### config.mk
export PLATFORM = sky130hd
export DESIGN_NAME = cms_axis_receiver
export DESIGN_NICKNAME = d
export VERILOG_FILES = /design/src/rtl/cms_axis_receiver.sv
export SDC_FILE = /design/constraint.sdc
export NUM_CORES = 2
export LEC_CHECK = 0
export BUFFER_PORTS_ARGS = -buffer_cell sky130_fd_sc_hd__buf_2
export CORE_MARGIN = 3
export CORE_UTILIZATION = 56
export DETAILED_ROUTE_END_ITERATION = 6
export HOLD_SLACK_MARGIN = 0.05
export PLACE_DENSITY = 0.86
export SYNTH_ARGS = -nofsm -noshare
export SYNTH_HDL_FRONTEND = slang
export SYNTH_SLANG_ARGS = --single-unit
### constraint.sdc
create_clock -name clk -period 23.7 [get_ports clk]
set_input_delay 3.555 -clock clk [delete_from_list [all_inputs] [get_ports clk]]
set_output_delay 3.555 -clock clk [all_outputs]
set_load 0.1 [all_outputs]
### src/rtl/cms_axis_receiver.sv
// cms_axis_receiver: AXI-Stream sink for the continuous_monitoring_system trace.
// Incoming {pc, instr} beats go into a small FWFT FIFO with registered head outputs.
// Each accepted beat is checked against the expected tlast spacing. Item, frame
// and drop counters are kept for the host.
// Optional build macro CMS_RX_DROP_ON_FULL_EN: tready follows en only, and beats
// that arrive while the FIFO is full are discarded and counted in drop_count.
module cms_axis_receiver #(
    parameter int unsigned XLEN           = 64,
    parameter int unsigned AXI_DATA_WIDTH = XLEN + 32,
    parameter int unsigned FIFO_DEPTH     = 8,
    parameter int unsigned CNT_WIDTH      = 32
) (
    input  logic                      clk,
    input  logic                      rst,
    input  logic                      en,
    input  logic                      S_AXIS_tvalid,
    output logic                      S_AXIS_tready,
    input  logic [AXI_DATA_WIDTH-1:0] S_AXIS_tdata,
    input  logic                      S_AXIS_tlast,
    input  logic [31:0]               tlast_interval,
    output logic                      out_valid,
    input  logic                      out_ready,
    output logic [XLEN-1:0]           out_pc,
    output logic [31:0]               out_instr,
    output logic                      out_last,
    output logic [CNT_WIDTH-1:0]      item_count,
    output logic [CNT_WIDTH-1:0]      frame_count,
    output logic                      framing_error,
    input  logic                      clear_errors,
    output logic [CNT_WIDTH-1:0]      drop_count
);

    localparam int unsigned ADDR_W  = $clog2(FIFO_DEPTH);
    localparam int unsigned PTR_W   = ADDR_W + 1;
    localparam int unsigned ENTRY_W = AXI_DATA_WIDTH + 1;

    logic [ENTRY_W-1:0] mem [FIFO_DEPTH];
    logic [PTR_W-1:0]   wr_ptr, rd_ptr;
    logic [PTR_W-1:0]   wr_ptr_n, rd_ptr_n;
    logic               full, full_n, empty_n;
    logic               accept, push, pop;
    logic [ENTRY_W-1:0] head_n;
    logic [31:0]        beat_idx, beat_idx_n, beat_plus;
    logic               frame_err_set;

    // Handshake decode and pointer arithmetic for this cycle
    always_comb begin
        full     = (wr_ptr[PTR_W-1] != rd_ptr[PTR_W-1]) &&
                   (wr_ptr[ADDR_W-1:0] == rd_ptr[ADDR_W-1:0]);
        accept   = S_AXIS_tvalid && S_AXIS_tready;
        push     = accept && !full;
        pop      = out_valid && out_ready;
        wr_ptr_n = wr_ptr + (push ? PTR_W'(1) : PTR_W'(0));
        rd_ptr_n = rd_ptr + (pop ? PTR_W'(1) : PTR_W'(0));
        full_n   = (wr_ptr_n[PTR_W-1] != rd_ptr_n[PTR_W-1]) &&
                   (wr_ptr_n[ADDR_W-1:0] == rd_ptr_n[ADDR_W-1:0]);
        empty_n  = (wr_ptr_n == rd_ptr_n);
        // When the next head slot is the one being written now, bypass the array
        if (rd_ptr_n == wr_ptr) begin
            head_n = {S_AXIS_tlast, S_AXIS_tdata};
        end else begin
            head_n = mem[rd_ptr_n[ADDR_W-1:0]];
        end
    end

    // Beat index tracking and framing violation detection
    always_comb begin
        beat_plus     = beat_idx + 32'd1;
        beat_idx_n    = beat_idx;
        frame_err_set = 1'b0;
        if (accept) begin
            if (tlast_interval != 32'd0 && S_AXIS_tlast && beat_plus != tlast_interval) begin
                frame_err_set = 1'b1;
                beat_idx_n    = 32'd0;
            end else if (tlast_interval != 32'd0 && !S_AXIS_tlast && beat_plus == tlast_interval) begin
                frame_err_set = 1'b1;
                beat_idx_n    = 32'd0;
            end else if (S_AXIS_tlast) begin
                beat_idx_n = 32'd0;
            end else begin
                beat_idx_n = beat_plus;
            end
        end
    end

    // FIFO storage array; contents need no reset because pointers gate them
    always_ff @(posedge clk) begin
        if (push) begin
            mem[wr_ptr[ADDR_W-1:0]] <= {S_AXIS_tlast, S_AXIS_tdata};
        end
    end

    // Pointers, registered head outputs and tready from next-state occupancy
    always_ff @(posedge clk or posedge rst) begin
        if (rst) begin
            wr_ptr        <= '0;
            rd_ptr        <= '0;
            out_valid     <= 1'b0;
            out_pc        <= '0;
            out_instr     <= '0;
            out_last      <= 1'b0;
            S_AXIS_tready <= 1'b0;
        end else begin
            wr_ptr    <= wr_ptr_n;
            rd_ptr    <= rd_ptr_n;
            out_valid <= !empty_n;
            if (!empty_n) begin
                out_last  <= head_n[ENTRY_W-1];
                out_pc    <= head_n[AXI_DATA_WIDTH-1:32];
                out_instr <= head_n[31:0];
            end
`ifdef CMS_RX_DROP_ON_FULL_EN
            S_AXIS_tready <= en;
`else
            S_AXIS_tready <= en && !full_n;
`endif
        end
    end

    // Framing state, sticky error and saturating counters; clear beats accept
    always_ff @(posedge clk or posedge rst) begin
        if (rst) begin
            beat_idx      <= '0;
            framing_error <= 1'b0;
            item_count    <= '0;
            frame_count   <= '0;
        end else begin
            beat_idx <= beat_idx_n;
            if (clear_errors) begin
                framing_error <= 1'b0;
                item_count    <= '0;
                frame_count   <= '0;
            end else begin
                if (frame_err_set) begin
                    framing_error <= 1'b1;
                end
                if (accept && item_count != '1) begin
                    item_count <= item_count + CNT_WIDTH'(1);
                end
                if (accept && S_AXIS_tlast && frame_count != '1) begin
                    frame_count <= frame_count + CNT_WIDTH'(1);
                end
            end
        end
    end

`ifdef CMS_RX_DROP_ON_FULL_EN
    logic drop;
    assign drop = accept && full;

    // Count beats discarded because the FIFO had no room
    always_ff @(posedge clk or posedge rst) begin
        if (rst) begin
            drop_count <= '0;
        end else if (clear_errors) begin
            drop_count <= '0;
        end else if (drop && drop_count != '1) begin
            drop_count <= drop_count + CNT_WIDTH'(1);
        end
    end
`else
    assign drop_count = '0;
`endif

endmodule

==> results.toml <==
[pwr]
p_leak_nw = 16.2
ir_worst_vdd_mv = 0.173
p_per_area_nw_per_um2 = 141
p_total_mw = 6.43

[min_path]
hold_path_class = "register to register"
hold_start = "out_instr[30]"

[grt]
grt_pass1_vias = 23800
grt_max_degree = 171
grt_pass1_wl_mm = 145
grt_antenna_before_repair = 22
grtUsageTotal = 0.257
gr-total-overflow = 0

[layout]
nets = 2859
final_cell_mix = "edfxtp_1, buf_2, nand2_1, o21ai_0, dfrtp_1"
drive_gt1_frac = 0.247
regArea_sq_um = 28400
multi_input_area_sq_um = 10900
num-fill-cells = 4567
layout_commonest_cell = "edfxtp_1"
final_cells = 3747
syn_to_final_growth_pct = 14.1

[synth]
avgSynthCellArea_sq_um = 16.5
synth_area_sq_um = 39900
ys_seq_area_frac = 0.712
synth_seq_cells = 980
synth.distinct_cells = 59
synthTopCellsByArea = "edfxtp_1, dfrtp_1, mux4_2"
synthArstFlopShare = 0.208
synth_ff_type = "edfxtp_1"
yosys.area.top_type = "edfxtp_1"
synth_edf_count = 776
yosys_warnings = 0
yosysTopAreaCellShare = 0.584
synth_cells = 2420

[clocking]
clockRootBuffer = "clkbuf_16"
h-tree-depth = 3
cts_tree = "built"
cts_buffers = 96
clkSlewWorstSetupHoldPaths_ns = 0.06
clockBufferDepth = 3
numClockSinks = 980
insertion_delay_ns = 0.66
hold_buffers = 0
cts_resized = 0
post_cts_buffers = 0

[timing]
tightest_slew_ns = 1.21
fin_crit_ns = 7.77
rsz0062_at_grt = "false"
drv_slew = 0
fin_crit_sh = 0.328
setup_tns_ns = 0
hold_viol = 0
finalSetupViolations = 0
fin_skew_ns = 0.0387
slew_headroom = 0.196
fmax_mhz = 129

[route]
drc = 0
routed_wirelength_mm = 95.0
dr.pass1.iters = 6
drtAntennaViolNets = 0
vias = 23000
wire_per_inst_um = 25.3
vias_per_cell = 6.15
dr.first_iter.drc_count = 2406

[critical_path]
cp-startpoint = "out_ready"
critPathSlowestCell = "buf_4"
arrival_ns = 8.23
critPathTopFamily = "buffers and inverters"
path_max_fanout = 170
cp-end-kind = "register"
path_cells = "buf_2 > and2_1 > ha_4 > ha_4 > xor2_4 > buf_12 > xor2_1 > nor4b_2 > buf_4 > buf_4 > o21ai_0"
reg2reg_from = "out_valid"
critPathMaxStageDelay_ns = 0.87
worstSetupStartpointType = "primary input"
worstPathRequired_ns = 24.16
path_buf_inv = 4
critPathKind = "primary input to register"

[run_status]
status = "finished, final reports clean"

[floorplan]
fp.coreArea_sq_um = 70300
start_util = 0.568
rows = 97
io_pins = 331
die_y_um = 273
die_x_um = 273
die_area_sq_um = 74500

[placement]
dp.cells = 3559
place.gp.congestion = 0.906
numPortBuffers = 298
dpl.hpwl_mm = 53.4

[flow_run]
cap_viol_max_count = 0
## flip-flops by register name, indices dropped and copies added, names as in the netlist
| signal | cells |
|---|---|
| item_count | 32 |
| wr_ptr | 4 |
| mem | 776 |
| frame_count | 32 |
| rd_ptr | 4 |
| out_instr | 32 |
| out_valid | 1 |
| framing_error | 1 |
| out_pc | 64 |
| beat_idx | 32 |
| S_AXIS_tready | 1 |
| out_last | 1 |
## power by group
| part | total [mW] | internal (mW) | switching (mW) |
|---|---|---|---|
| clock | 1.54 | 0.888 | 0.653 |
| combinational | 2.64 | 0.844 | 1.79 |
| sequential | 2.25 | 2.12 | 0.128 |
| total | 6.43 | 3.85 | 2.58 |
## synthesized netlist by cell type (10+ instances only)
cell type,instances
and3_1,12
clkbuf_1,73
xor2_1,65
nand3_1,54
and2_1,12
mux4_2,194
xnor2_1,62
o21ai_0,208
edfxtp_1,776
nor2_1,93
nor3_1,18
nand4_1,37
nand2_1,263
buf_2,15
inv_1,24
o22ai_1,10
nor4_1,18
and4_1,12
a21oi_1,17
buf_4,32
buf_1,40
dfrtp_1,204
mux2i_1,99
## tightest hold or removal path, cell delays in order (launching register included)
cell	delay (ns)
dfrtp_1	0.33
nand2_1	0.04
o21ai_0	0.06
## worst paths after layout
check	to	slack, ns	cells past startpoint
min	out_instr[30]	0.47	2
max reg2reg	out_instr[19]	18.54	10
min in group asynchronous	beat_idx[23]	3.05	2
max in group asynchronous	out_pc[15]	19.27	3
max	out_instr[19]	15.93	11
min reg2reg	out_instr[30]	0.47	2
## area by class of cell
cell class | instances | area share
Sequential cell | 980 | 0.624
Multi-Input combinational cell | 1286 | 0.239
Clock buffer | 130 | 0.0573
Timing Repair Buffer | 329 | 0.0384
Tap cell | 940 | 0.0258
Clock inverter | 50 | 0.0129
Inverter | 24 | 0.00214
Antenna cell | 8 | 0.000440
## cell families (layout without fill, tap and decap cells)
logic type	after synthesis	in the layout	synth area share
muxes	293	293	0.134
other	1	40	0.0000940
adders and majority gates	7	7	0.00220
xor gates and xnor gates	127	127	0.0279
DFF	980	980	0.712
buffers and inverters	185	533	0.0209
and+or+nand+nor	555	555	0.0653
AOI/OAI and AO/OA	272	272	0.0372
## layer usage
metal / vias up / track usage / routed length (um)
met5: - / 0 / 189
met3: 226 / 0.0604 / 9200
li1: 9856 / - / -
met4: 28 / 0.0892 / 2690
met2: 1213 / 0.426 / 47900
met1: 11700 / 0.338 / 35000
## per-stage QoR
| stage | hold WS [ns] | worst slack (ns) | area [sq um] | utilization |
|---|---|---|---|---|
| after floorplan | 0.487 | 12.36 | 40000 | - |
| after detailed placement | 0.466 | 15.45 | 42300 | 0.602 |
| final | 0.473 | 15.93 | 45500 | 0.648 |
| after global placement | 0.456 | 15.52 | 42300 | 0.602 |
| after CTS | 0.479 | 15.99 | 45500 | 0.648 |
| after global routing | 0.493 | 15.63 | 45500 | 0.648 |
No activity file was read; power rests on OpenSTA's default activity.
